===== config.mk =====
export PLATFORM = sky130hd
export DESIGN_NAME = uart_tx
export DESIGN_NICKNAME = d
export VERILOG_FILES = /design/src/rtl/uart_tx.sv
export SDC_FILE = /design/constraint.sdc
export NUM_CORES = 1
export LEC_CHECK = 0
export CAP_MARGIN = 40
export CORE_ASPECT_RATIO = 1.2
export CORE_MARGIN = 2
export CORE_UTILIZATION = 58
export DETAILED_ROUTE_END_ITERATION = 16
export GPL_ROUTABILITY_DRIVEN = 0
export PLACE_DENSITY = 0.92
export SETUP_SLACK_MARGIN = 0.2
export SLEW_MARGIN = 10
export SYNTH_ARGS = -nofsm -noshare
export SYNTH_HDL_FRONTEND = slang
export SYNTH_SLANG_ARGS = --single-unit

===== constraint.sdc =====
create_clock -name clk_i -period 5.6 [get_ports clk_i]
set_input_delay 1.12 -clock clk_i [delete_from_list [all_inputs] [get_ports clk_i]]
set_output_delay 1.12 -clock clk_i [all_outputs]
set_load 0.02 [all_outputs]

===== src/rtl/uart_tx.sv =====
`default_nettype none
// ============================================================================
// Module      : uart_tx
// Description : Asynchronous serial transmitter. One start bit, 5 to 8 data
//               bits sent LSB first, optional parity bit (odd, even, forced 0
//               or forced 1), then one or two stop bits. Words are taken over
//               a valid/ready handshake and the serial line is driven from a
//               flop, so it only changes on bit boundaries.
//
// Ports       :
//   clk_i            in   1   clock, all state updates on the rising edge
//   rst_n_i          in   1   asynchronous active-low reset
//   cfg_en_i         in   1   block enable; low aborts any frame, forces IDLE
//   cfg_div_i        in  16   bit period minus one in clk_i cycles (live)
//   cfg_parity_en_i  in   1   insert a parity bit after the data bits
//   cfg_parity_sel_i in   2   00 odd, 01 even, 10 forced 0, 11 forced 1
//   cfg_bits_i       in   2   data bits: 00=5, 01=6, 10=7, 11=8
//   cfg_stop_bits_i  in   1   0 = one stop bit, 1 = two stop bits
//   tx_data_i        in   8   word to send, unused upper bits ignored
//   tx_valid_i       in   1   word available
//   tx_ready_o       out  1   word accepted when valid and ready are both high
//   tx_o             out  1   serial line, idle high
//   busy_o           out  1   high whenever a frame is in progress
//
// Build option:
//   UART_TX_STOP2_EN  when defined, cfg_stop_bits_i=1 gives two stop-bit
//                     periods; when undefined the port is kept but ignored
//                     and exactly one stop bit is always sent.
//
// Revision    : 1.0  initial release
// ============================================================================

module uart_tx (
    input  logic        clk_i,
    input  logic        rst_n_i,
    input  logic        cfg_en_i,
    input  logic [15:0] cfg_div_i,
    input  logic        cfg_parity_en_i,
    input  logic [1:0]  cfg_parity_sel_i,
    input  logic [1:0]  cfg_bits_i,
    input  logic        cfg_stop_bits_i,
    input  logic [7:0]  tx_data_i,
    input  logic        tx_valid_i,
    output logic        tx_ready_o,
    output logic        tx_o,
    output logic        busy_o
);

    typedef enum logic [2:0] {
        IDLE      = 3'd0,
        START_BIT = 3'd1,
        DATA      = 3'd2,
        PARITY    = 3'd3,
        STOP_BIT  = 3'd4
    } state_t;

    // ------------------------------------------------------------------------
    // State and frame registers
    // ------------------------------------------------------------------------
    state_t      r_state;
    logic [15:0] r_baud_cnt;     // cycles spent in the current bit
    logic [2:0]  r_bit_idx;      // index of the data bit on the line
    logic        r_stop_phase;   // second stop period in progress
    logic        r_tx;

    // Per-frame copy of the framing configuration, taken at acceptance so a
    // configuration change mid-frame only affects the following frame.
    logic [7:0]  r_data;
    logic [1:0]  r_bits;
    logic        r_parity_en;
    logic [1:0]  r_parity_sel;
    logic        r_stop2;

    // ------------------------------------------------------------------------
    // Combinational helpers
    // ------------------------------------------------------------------------
    logic        w_bit_done;
    logic [2:0]  w_last_idx;
    logic [2:0]  w_next_idx;
    logic [7:0]  w_data_mask;
    logic        w_data_xor;
    logic        w_parity_bit;
    logic        w_two_stop;

    // The divider is sampled live. Comparing with >= instead of == keeps a
    // bit from stretching to a full 16-bit wrap if the divider is lowered
    // below the running count in the middle of a bit.
    assign w_bit_done = (r_baud_cnt >= cfg_div_i);

    // Data width is 5 + r_bits, so the last index is 4 + r_bits.
    assign w_last_idx = 3'd4 + {1'b0, r_bits};
    assign w_next_idx = r_bit_idx + 3'd1;

    // Only the bits actually transmitted contribute to the parity.
    always_comb begin
        w_data_mask = 8'hFF;
        case (r_bits)
            2'b00:   w_data_mask = 8'h1F;
            2'b01:   w_data_mask = 8'h3F;
            2'b10:   w_data_mask = 8'h7F;
            default: w_data_mask = 8'hFF;
        endcase
    end

    assign w_data_xor = ^(r_data & w_data_mask);

    always_comb begin
        w_parity_bit = 1'b0;
        case (r_parity_sel)
            2'b00:   w_parity_bit = ~w_data_xor;   // odd
            2'b01:   w_parity_bit = w_data_xor;    // even
            2'b10:   w_parity_bit = 1'b0;          // forced 0
            default: w_parity_bit = 1'b1;          // forced 1
        endcase
    end

`ifdef UART_TX_STOP2_EN
    assign w_two_stop = r_stop2;
`else
    // Stop-bit selection compiled out: the latched flag is kept so the port
    // stays connected, but it never extends the stop period.
    assign w_two_stop = r_stop2 & 1'b0;
`endif

    // ------------------------------------------------------------------------
    // Frame sequencer. tx_o is registered and is always loaded with the value
    // of the bit being entered, so it only toggles at bit boundaries.
    // ------------------------------------------------------------------------
    always_ff @(posedge clk_i or negedge rst_n_i) begin
        if (!rst_n_i) begin
            r_state      <= IDLE;
            r_baud_cnt   <= 16'd0;
            r_bit_idx    <= 3'd0;
            r_stop_phase <= 1'b0;
            r_tx         <= 1'b1;
            r_data       <= 8'd0;
            r_bits       <= 2'd0;
            r_parity_en  <= 1'b0;
            r_parity_sel <= 2'd0;
            r_stop2      <= 1'b0;
        end else if (!cfg_en_i) begin
            // Disable aborts silently: back to an idle line with clean counters.
            r_state      <= IDLE;
            r_baud_cnt   <= 16'd0;
            r_bit_idx    <= 3'd0;
            r_stop_phase <= 1'b0;
            r_tx         <= 1'b1;
        end else begin
            case (r_state)
                IDLE: begin
                    r_tx         <= 1'b1;
                    r_baud_cnt   <= 16'd0;
                    r_bit_idx    <= 3'd0;
                    r_stop_phase <= 1'b0;
                    // tx_ready_o is high here (enabled and IDLE).
                    if (tx_valid_i) begin
                        r_data       <= tx_data_i;
                        r_bits       <= cfg_bits_i;
                        r_parity_en  <= cfg_parity_en_i;
                        r_parity_sel <= cfg_parity_sel_i;
                        r_stop2      <= cfg_stop_bits_i;
                        r_state      <= START_BIT;
                        r_tx         <= 1'b0;
                    end
                end

                START_BIT: begin
                    if (w_bit_done) begin
                        r_baud_cnt <= 16'd0;
                        r_bit_idx  <= 3'd0;
                        r_state    <= DATA;
                        r_tx       <= r_data[0];
                    end else begin
                        r_baud_cnt <= r_baud_cnt + 16'd1;
                    end
                end

                DATA: begin
                    if (w_bit_done) begin
                        r_baud_cnt <= 16'd0;
                        if (r_bit_idx == w_last_idx) begin
                            if (r_parity_en) begin
                                r_state <= PARITY;
                                r_tx    <= w_parity_bit;
                            end else begin
                                r_state      <= STOP_BIT;
                                r_stop_phase <= 1'b0;
                                r_tx         <= 1'b1;
                            end
                        end else begin
                            r_bit_idx <= w_next_idx;
                            r_tx      <= r_data[w_next_idx];
                        end
                    end else begin
                        r_baud_cnt <= r_baud_cnt + 16'd1;
                    end
                end

                PARITY: begin
                    if (w_bit_done) begin
                        r_baud_cnt   <= 16'd0;
                        r_state      <= STOP_BIT;
                        r_stop_phase <= 1'b0;
                        r_tx         <= 1'b1;
                    end else begin
                        r_baud_cnt <= r_baud_cnt + 16'd1;
                    end
                end

                STOP_BIT: begin
                    r_tx <= 1'b1;
                    if (w_bit_done) begin
                        r_baud_cnt <= 16'd0;
                        if (w_two_stop && !r_stop_phase) begin
                            r_stop_phase <= 1'b1;
                        end else begin
                            r_stop_phase <= 1'b0;
                            r_state      <= IDLE;
                        end
                    end else begin
                        r_baud_cnt <= r_baud_cnt + 16'd1;
                    end
                end

                default: begin
                    r_state      <= IDLE;
                    r_baud_cnt   <= 16'd0;
                    r_bit_idx    <= 3'd0;
                    r_stop_phase <= 1'b0;
                    r_tx         <= 1'b1;
                end
            endcase
        end
    end

    // ------------------------------------------------------------------------
    // Outputs
    // ------------------------------------------------------------------------
    assign tx_ready_o = cfg_en_i & (r_state == IDLE);
    assign busy_o     = (r_state != IDLE);
    assign tx_o       = r_tx;

endmodule

`default_nettype wire


==> summary.txt, run 1 <==
Job
  • Max-cap violations: 0

Critical path
  • WP data required: 4.48 ns
  • Worst setup EP type: primary output
  • Startpoint types: primary input
  • Crit path DAT: ~2.8 ns
  • Crit-path max cell delay: 0.60 ns
  • Critical-path top delay cell: clkdlybuf4s50_1
  • Crit path launch: cfg_en_i
  • Critical path, cell by cell: clkdlybuf4s50_1, nor2b_1, nand2_1, inv_1, clkdlybuf4s50_1
  • Top delay family on crit path: buffers and inverters
  • RR Startpoint: r_baud_cnt[0]
  • Worst path bufs/invs: 3
  • Most used cell, CP: clkdlybuf4s50_1
  • Worst Path Max Fanout: 4
  • Crit Path Class: in -> out

Pwr
  • P per Cell Area: 373.7 nW/um2
  • VDD IR max: approximately 0.28 mV
  • NetSw: 0.3662 mW
  • Clock share of power: 0.183
  • LEAKAGE: between 1 and 1.5 nW
  • Cell-internal power: 0.6837 mW
  • Part of the power in combinational logic: 0.426
  • Sw Share: 0.3488
  • Total power: 1.050 mW
  • Seq pwr share: 0.391

Clock tree
  • CTS Buf Count: 5
  • Post-CTS Setup Repair Bufs: 0
  • Clk sinks: 36
  • CTS H-tree lvls: 2
  • Worst-path clk slew: 0.07 ns
  • Worst skew pair latency: 0.29 ns
  • Clock Tree Buf Depth: 2
  • Hold_buf cts: 0
  • CTS tree: built
  • Clk root buf: clkbuf_8
  • Resize count post-CTS: 0

GRT
  • Antenna violations before repair: 0
  • Total grt overflow: 0
  • Largest net degree at the start of global routing: 37
  • Vias in the first global route: ~1.8k
  • GRT Total Usage: 0.2374
  • First-pass GRT wire length: 7859 um

Run status
  • Status: complete, no violations

Yosys
  • Avg Inst Size Synth: 9.977 um2
  • Synth Flop Type: dfrtp_1
  • Synth unique cells: 45
  • Mapped Nets: 285
  • Ys async rst share: 1.000
  • #FFs+latches synth: 36
  • Mapped Area: 2325 um2
  • Cells after Synth: 233
  • Post-synth EDFFs: 0
  • Yosys Warn Count: 0
  • Seq/Total Area, Yosys: 0.3881
  • Synth top area cells: dfrtp_1, ha_1, mux2_2, xnor2_1, nor2_1
  • Synth area leader: dfrtp_1
  • Post-synth top area share: 0.3767

STA
  • Hold_ws: just over 0.5 ns
  • Worst Max-Slew Pin Slew: 0.5379 ns
  • Max-slew headroom at the worst pin: 0.6397
  • Min Tclk post-route: roughly 3.9 ns
  • Final hold viol count: 0
  • RSZ-0062 raised after global routing: false
  • Fin. max-slew vios: 0
  • Setup TNS: 0 ns
  • Peak Freq: about 0.25 GHz
  • Clock skew: about 0.0055 ns
  • Setup violations, final: 0
  • Final worst path period share: 0.7045
  • Final setup margin: 1.655 ns

Die
  • FP Rows: 25
  • Core Box Area: 3879 um2
  • Die extent in y: 73.35 um
  • Initial core utilization: 0.5994
  • IO Count: 37
  • Die area: 4533 um2
  • Die W: just over 60 um

Final layout
  • Share of layout cells above drive strength 1: 0.1176
  • NumNets Final: 323
  • Antenna cell count: 0
  • Post-Route Utilization: 0.7242
  • Fin area: roughly 2800 um2
  • Area Growth Syn to Fin: 20.83%
  • Final non-filler cell total: 326

Detailed routing
  • Drt first pass iters: 4
  • Via density per instance: 5.561
  • Wire per inst: 14.06 um
  • Total number of vias: 1813
  • Routed Antenna Nets: 0
  • Iteration-0 DRC Markers: 90
  • Total Wirelength: around 4600 um
  • # DRC: 0

Placed design
  • Cells after DPL: roughly 320
  • I/O Buffers: 35
  • Post-place instance area: 2719 um2
  • Pre-CTS setup slack: 1.687 ns
  • Final HPWL DP: between 3000 and 4000 um

Hold path
  • Worst Hold Class: reg -> reg
  • Hold path start: r_parity_sel[1]
[layer usage]
| layer | vias up | global-route usage | part of all wire |
|---|---|---|---|
| met5 | - | 0 | 0 |
| li1 | 890 | - | - |
| met2 | 45 | 0.4257 | 0.54 |
| met4 | 0 | 0.09693 | 0.022 |
| met3 | 9 | 0.04930 | 0.035 |
| met1 | 869 | 0.2647 | 0.40 |
[power groups by stage]
stage | logic [mW] | registers, mW | clock network, mW
after floorplan | 0.366 | 0.380 | 0
after global placement | 0.434 | 0.408 | 0
after detailed placement | 0.451 | 0.413 | 0
after CTS | 0.452 | 0.408 | 0.197
after global routing | 0.494 | 0.423 | 0.207
final | 0.447 | 0.411 | 0.192
[placed cells by master (no fill, tap or decap), types with 2 or more instances in the layout]
master,netlist,routed
clkbuf_1,0,2
mux2_2,13,13
ha_1,18,18
clkdlybuf4s50_1,0,35
xnor2_1,12,12
mux4_2,2,2
nand3_1,8,8
clkbuf_8,0,6
a21oi_1,4,4
nand4_1,3,3
xor2_1,11,11
o21ai_1,3,3
and3_1,6,6
a41oi_2,2,2
o21ai_0,9,9
and2_1,2,2
mux2i_1,2,2
inv_1,21,21
nor3_1,2,2
a31oi_1,3,3
nor2_1,27,27
a211oi_1,3,3
dfrtp_1,35,35
nand2_1,18,18
nor4_1,2,2
nand2b_1,2,2
[cells in the mapped netlist (2+ instances only)]
| master | number |
|---|---|
| dfrtp_1 | 35 |
| nor2_1 | 27 |
| inv_1 | 21 |
| ha_1 | 18 |
| nand2_1 | 18 |
| mux2_2 | 13 |
| xnor2_1 | 12 |
| xor2_1 | 11 |
| o21ai_0 | 9 |
| nand3_1 | 8 |
| and3_1 | 6 |
| a21oi_1 | 4 |
| buf_2 | 4 |
| a211oi_1 | 3 |
| a31oi_1 | 3 |
| nand4_1 | 3 |
| o21ai_1 | 3 |
| a41oi_2 | 2 |
| and2_1 | 2 |
| mux2i_1 | 2 |
| mux4_2 | 2 |
| nand2b_1 | 2 |
| nor3_1 | 2 |
| nor4_1 | 2 |
[area by class of cell]
class                           instances  area [um2]
Clock buffer                            8       90.09
Inverter                               21       78.83
Tap cell                               54       67.56
Timing Repair Buffer                   36       357.8
Multi-Input combinational cell        171        1313
Fill cell                             302        1070
Sequential cell                        36       902.1
[worst register-to-register path, cell delays in order, from the launching register on]
cell      delay, ns
dfrtp_1        0.44
inv_1          0.07
ha_1           0.27
nand2b_4       0.11
a211oi_2       0.06
o21ai_1        0.16
a41oi_2        0.21
o211ai_4       0.52
o221ai_2       0.23
mux2_4         0.33
[registers in the layout (all words and copies together), names as in the netlist]
| register | count |
|---|---|
| r_state | 3 |
| r_data | 8 |
| r_bits | 2 |
| r_parity_en | 1 |
| r_parity_sel | 2 |
| r_bit_idx | 3 |
| tx_o | 1 |
| r_baud_cnt | 16 |
[cell families (layout without fill, tap and decap cells)]
logic type | count (synthesis) | after routing | synth area share
XOR/XNOR | 24 | 24 | 0.09634
adder cells (fa/ha/maj) | 18 | 18 | 0.09688
multiplexers | 18 | 18 | 0.09741
AND/OR/NAND/NOR | 75 | 75 | 0.1545
flip-flops | 36 | 36 | 0.3881
buffers and inverters | 26 | 65 | 0.04736
AO/OA/AOI/OAI | 36 | 36 | 0.1195
[final timing paths]
path	slack [ns]	depth (start not counted)	endpoint
worst max-delay path	1.65	5	tx_ready_o
worst min-delay path	0.52	1	r_parity_sel[1]
worst max register to register	3.09	9	r_state[2]
worst min register to register	0.52	1	r_parity_sel[1]
max in group asynchronous	4.02	2	tx_o
min in group asynchronous	1.23	2	r_baud_cnt[2]
Power figures use the tool's default switching activity.
==> inputs of run 2 (changes only) <==
- CORE_UTILIZATION: 58 -> 54
- PLACE_DENSITY: 0.92 -> 0.87
- clock period: 5.6 -> 3.78 ns (I/O delays scaled with it)
==> run 2 against run 1 <==
Against the previous run: cell count grew 0.61%; clock-buffer cell count unchanged; setup slack worse by 1.1 ns; clock skew is essentially flat; clock power grew 47%; final area about the same; first-iteration DRC count shrank 56%; routed wire length shrank 8.7%; power rose by 47%; register-to-register slack lost 1.9 ns.
==> summary.txt, run 2 (synthesis gave the netlist of run 1 again) <==
STA
  • Fin. max-slew vios: 0
  • Final setup margin: 0.6006 ns
  • Final hold viol count: 0
  • Peak Freq: between 0.3 and 0.4 GHz
  • Setup TNS: 0 ns
  • Clock skew: just over 0.005 ns
  • RSZ-0062 raised after global routing: false
  • Worst Max-Slew Pin Slew: 0.5449 ns
  • Setup violations, final: 0
  • Min Tclk post-route: 3.179 ns
  • Max-slew headroom at the worst pin: 0.6350
  • Hold_ws: 0.5139 ns
  • Final worst path period share: 0.8411

GRT
  • Total grt overflow: 0
  • First-pass GRT wire length: 7341 um
  • Vias in the first global route: 1773
  • Antenna violations before repair: 0
  • GRT Total Usage: 0.1968
  • Largest net degree at the start of global routing: 37

Die
  • Die W: 63.90 um
  • IO Count: 37
  • Die extent in y: about 76 um
  • Die area: roughly 4800 um2
  • FP Rows: 26
  • Initial core utilization: 0.5540
  • Core Box Area: about 4200 um2

Pwr
  • VDD IR max: 0.5018 mV
  • Cell-internal power: 1.014 mW
  • LEAKAGE: 1.264 nW
  • Sw Share: 0.3439
  • Clock share of power: 0.183
  • Total power: 1.546 mW
  • Part of the power in combinational logic: 0.428
  • Seq pwr share: 0.389
  • P per Cell Area: 549.8 nW/um2
  • NetSw: 0.5316 mW

Clock tree
  • Worst-path clk slew: 0.06 ns
  • Clock Tree Buf Depth: 2
  • Clk sinks: 36
  • Worst skew pair latency: around 0.29 ns
  • Post-CTS Setup Repair Bufs: 0
  • CTS tree: built
  • Clk root buf: clkbuf_8
  • CTS H-tree lvls: 2
  • Resize count post-CTS: 0
  • Hold_buf cts: 0
  • CTS Buf Count: 5

Detailed routing
  • Iteration-0 DRC Markers: 40
  • Drt first pass iters: 4
  • Routed Antenna Nets: 0
  • Via density per instance: 5.375
  • Total number of vias: about 1.8k
  • # DRC: 0
  • Total Wirelength: approximately 4200 um
  • Wire per inst: 12.76 um

Final layout
  • Multi-input gate area: 1313 um2
  • NumNets Final: 323
  • Most flop-heavy register: r_baud_cnt
  • Most frequent cells in the layout: clkdlybuf4s50_1, dfrtp_1, nor2_1, inv_1
  • Area Growth Syn to Fin: 20.94%
  • Antenna cell count: 0
  • Fill count: 346
  • Max reg flops: 16
  • Register area: 902.1 um2
  • Share of layout cells above drive strength 1: 0.1176
  • Biggest regs: r_baud_cnt: 16 flops, r_data: 8 flops
  • Post-Route Utilization: 0.6699

Critical path
  • Worst Path Max Fanout: 4
  • WP data required: 3.02 ns
  • Crit Path Class: in -> out
  • Crit path launch: cfg_en_i
  • Crit path DAT: 2.42 ns
  • Startpoint types: primary input
  • RR Startpoint: r_baud_cnt[0]
  • Worst setup EP type: primary output

Hold path
  • Worst Hold Class: reg -> reg
  • Hold path start: r_parity_sel[1]

Placed design
  • Final HPWL DP: about 3200 um
  • I/O Buffers: 35
  • Pre-CTS setup slack: around 0.53 ns

Job
  • Max-cap violations: 0

Run status
  • Status: complete, no violations
-- run 2: worst max-delay path, cell delays in order --
cell             delay, ns
clkdlybuf4s50_1       0.52
nor2b_1               0.31
nand2_1               0.14
inv_1                 0.09
clkdlybuf4s50_1       0.60
-- run 2: per-stage QoR --
stage	cell area, um2	instances
after floorplan	2325	233
after global placement	2721	320
after detailed placement	2721	320
after CTS	2811	328
after global routing	2811	328
final	2811	328
-- run 2: area by class of cell --
class,instances,share of cell area
repair buffers,36,0.1273
clock buffers,8,0.03204
multi-input cells,171,0.4668
flip-flops and latches,36,0.3209
well taps,56,0.02492
inverters,21,0.02804
-- run 2: routing by layer --
layer | wire length (um) | vias to the layer above | global-route usage
met5 | 0 | - | 0
met1 | 1740 | 829 | 0.2050
met4 | 78 | 0 | 0.08696
met2 | 2221 | 39 | 0.3889
met3 | 145 | 8 | 0.03397
li1 | - | 887 | -
-- run 2: power groups by stage --
stage	registers, mW	logic, mW	clock network (mW)
after global placement	0.605	0.643	0
after floorplan	0.563	0.543	0
after detailed placement	0.611	0.673	0
final	0.602	0.661	0.282
after CTS	0.603	0.677	0.287
after global routing	0.625	0.727	0.303
-- run 2: path summary, 6_finish.rpt --
check                                   to  slack (ns)  cells past startpoint
max in group asynchronous             tx_o        2.57                      2
setup / recovery                tx_ready_o        0.60                      5
setup reg to reg                r_state[2]        1.22                      9
hold reg to reg            r_parity_sel[1]        0.51                      1
hold / removal             r_parity_sel[1]        0.51                      1
min in group asynchronous    r_baud_cnt[3]        0.88                      2
==> inputs of run 3 (changes only) <==
- clock period: 3.78 -> 3.2 ns (I/O delays scaled with it)
==> run 3 against run 2 <==
Against the previous run: combinational power is 22% higher; utilization is 0.12 points higher; clock skew is 0.0012 ns lower; clock power is 11% higher; global-route usage is 1.2 points higher; critical path depth stayed put; sequential share of layout area is 0.057 points lower; non-clock buffer count is 2 higher; via count is 2.3% higher; critical path type unchanged; critical endpoint unchanged; largest power group unchanged; highest routed layer unchanged.
==> summary.txt, run 3 (synthesis gave the netlist of run 1 again) <==
Critical path
  • Critical path depth: 5
  • Worst setup EP type: primary output
  • Most used cell, CP: clkdlybuf4s50_1
  • RR Startpoint: r_baud_cnt[0]
  • Crit Path Class: in -> out
  • Top delay family on crit path: buffers and inverters
  • Critical path, cell by cell: clkdlybuf4s50_1, nor2b_1, nand2_1, inv_1, clkdlybuf4s50_1
  • Crit path DAT: 2.18 ns
  • Worst Path Max Fanout: 4
  • Worst path bufs/invs: 3
  • Critical-path top delay cell: clkdlybuf4s50_1
  • Worst R2R Path Depth: 9
  • RR Endpoint: r_bit_idx[0]
  • Startpoint types: primary input
  • WP data required: between 2 and 3 ns
  • Crit-path max cell delay: 0.61 ns
  • Register-to-Register Setup Slack: 0.84 ns

STA
  • Max-slew headroom at the worst pin: 0.6576
  • Setup violations, final: 0
  • Final hold viol count: 0
  • Min Tclk post-route: 2.823 ns
  • Peak Freq: around 0.35 GHz
  • Setup TNS: 0 ns
  • Clock skew: around 0.0038 ns
  • Fin. max-slew vios: 0
  • Final worst path period share: 0.8822
  • RSZ-0062 raised after global routing: false
  • Worst Max-Slew Pin Slew: 0.5123 ns

Placed design
  • I/O Buffers: 35
  • Final HPWL DP: 3560 um

Die
  • IO Count: 37
  • Die area: about 4800 um2
  • FP Rows: 26
  • Die extent in y: between 70 and 80 um
  • Die W: 63.90 um
  • Initial core utilization: 0.5540
  • Core Box Area: 4197 um2

Clock tree
  • Resize count post-CTS: 0
  • Clock Tree Buf Depth: 2
  • Worst skew pair latency: 0.29 ns
  • CTS H-tree lvls: 2
  • Post-CTS Setup Repair Bufs: 0
  • Hold_buf cts: 0
  • CTS tree: built
  • CTS Buf Count: 5
  • Clk root buf: clkbuf_8
  • Clk sinks: 36
  • Worst-path clk slew: 0.07 ns

Final layout
  • Area Growth Syn to Fin: 21.15%
  • Biggest regs: r_baud_cnt: 16 flops, r_data: 8 flops
  • Post-Route Utilization: 0.6711
  • Share of layout cells above drive strength 1: 0.1204
  • Multi-input gate area: 1313 um2
  • Register area: 902.1 um2
  • Most flop-heavy register: r_baud_cnt
  • NumNets Final: 325
  • Antenna cell count: 0
  • Most frequent cells in the layout: clkdlybuf4s50_1, dfrtp_1, nor2_1, inv_1
  • Fill count: around 330
  • Max reg flops: 16

Detailed routing
  • Drt first pass iters: 4
  • Via density per instance: between 5 and 6
  • Iteration-0 DRC Markers: 55
  • Routed Antenna Nets: 0
  • Wire per inst: 13.95 um
  • Total Wirelength: 4605 um
  • # DRC: 0
  • Total number of vias: 1804

Hold path
  • Hold path start: r_parity_sel[1]
  • Worst Hold Class: reg -> reg
  • Hold endpoint: r_parity_sel[1]
  • Worst Hold Path Cells: 1

GRT
  • Antenna violations before repair: 0
  • Vias in the first global route: 1827
  • First-pass GRT wire length: 7886 um
  • Total grt overflow: 0
  • GRT Total Usage: 0.2090
  • Largest net degree at the start of global routing: 37

Pwr
  • P per Cell Area: 650.0 nW/um2
  • VDD IR max: 0.5955 mV
  • LEAKAGE: ~1.3 nW

Run status
  • Status: complete, no violations

Job
  • Max-cap violations: 0
==> run 3: cell type report <==
class / instances / area share
Sequential cell: 36 / 0.3203
Multi-Input combinational cell: 171 / 0.4660
Inverter: 21 / 0.02799
Tap cell: 56 / 0.02488
Timing Repair Buffer: 38 / 0.1324
Clock buffer: 8 / 0.02843
==> run 3: power by group <==
group | total, mW | internal, mW | switching [mW] | leakage [nW]
Sequential | 0.715 | 0.574 | 0.141 | 0.468
Combinational | 0.804 | 0.458 | 0.346 | 0.760
Clock | 0.312 | 0.155 | 0.157 | 0.0395
==> run 3: worst max-delay path by stage <==
stage / start / end / slack [ns]
after floorplan: cfg_div_i[0] / r_state[2] / 0.88
final: cfg_en_i / tx_ready_o / 0.38
after detailed placement: cfg_div_i[11] / r_bit_idx[0] / 0.30
after global placement: cfg_div_i[11] / r_state[2] / 0.35
after CTS: cfg_en_i / tx_ready_o / 0.37
after global routing: cfg_en_i / tx_ready_o / 0.27
==> run 3: through the flow <==
step	total power, mW	instance area (um2)	std cells	worst slack [ns]	hold slack, ns
final	1.831	2816	330	0.3769	0.5114
after detailed placement	1.534	2736	322	0.3003	0.5018
after CTS	1.846	2816	330	0.3653	0.5177
after global routing	1.959	2816	330	0.2692	0.5560
after global placement	1.487	2736	322	0.3481	0.4890
after floorplan	1.307	2325	233	0.8818	0.3444
==> run 3: metal layers <==
| metal | up-vias | track usage | wire length, um |
|---|---|---|---|
| met5 | - | 0 | 0 |
| met4 | 0 | 0.05556 | 68 |
| met3 | 8 | 0.05170 | 173 |
| met2 | 51 | 0.4178 | 2539 |
| met1 | 856 | 0.2184 | 1823 |
| li1 | 889 | - | - |
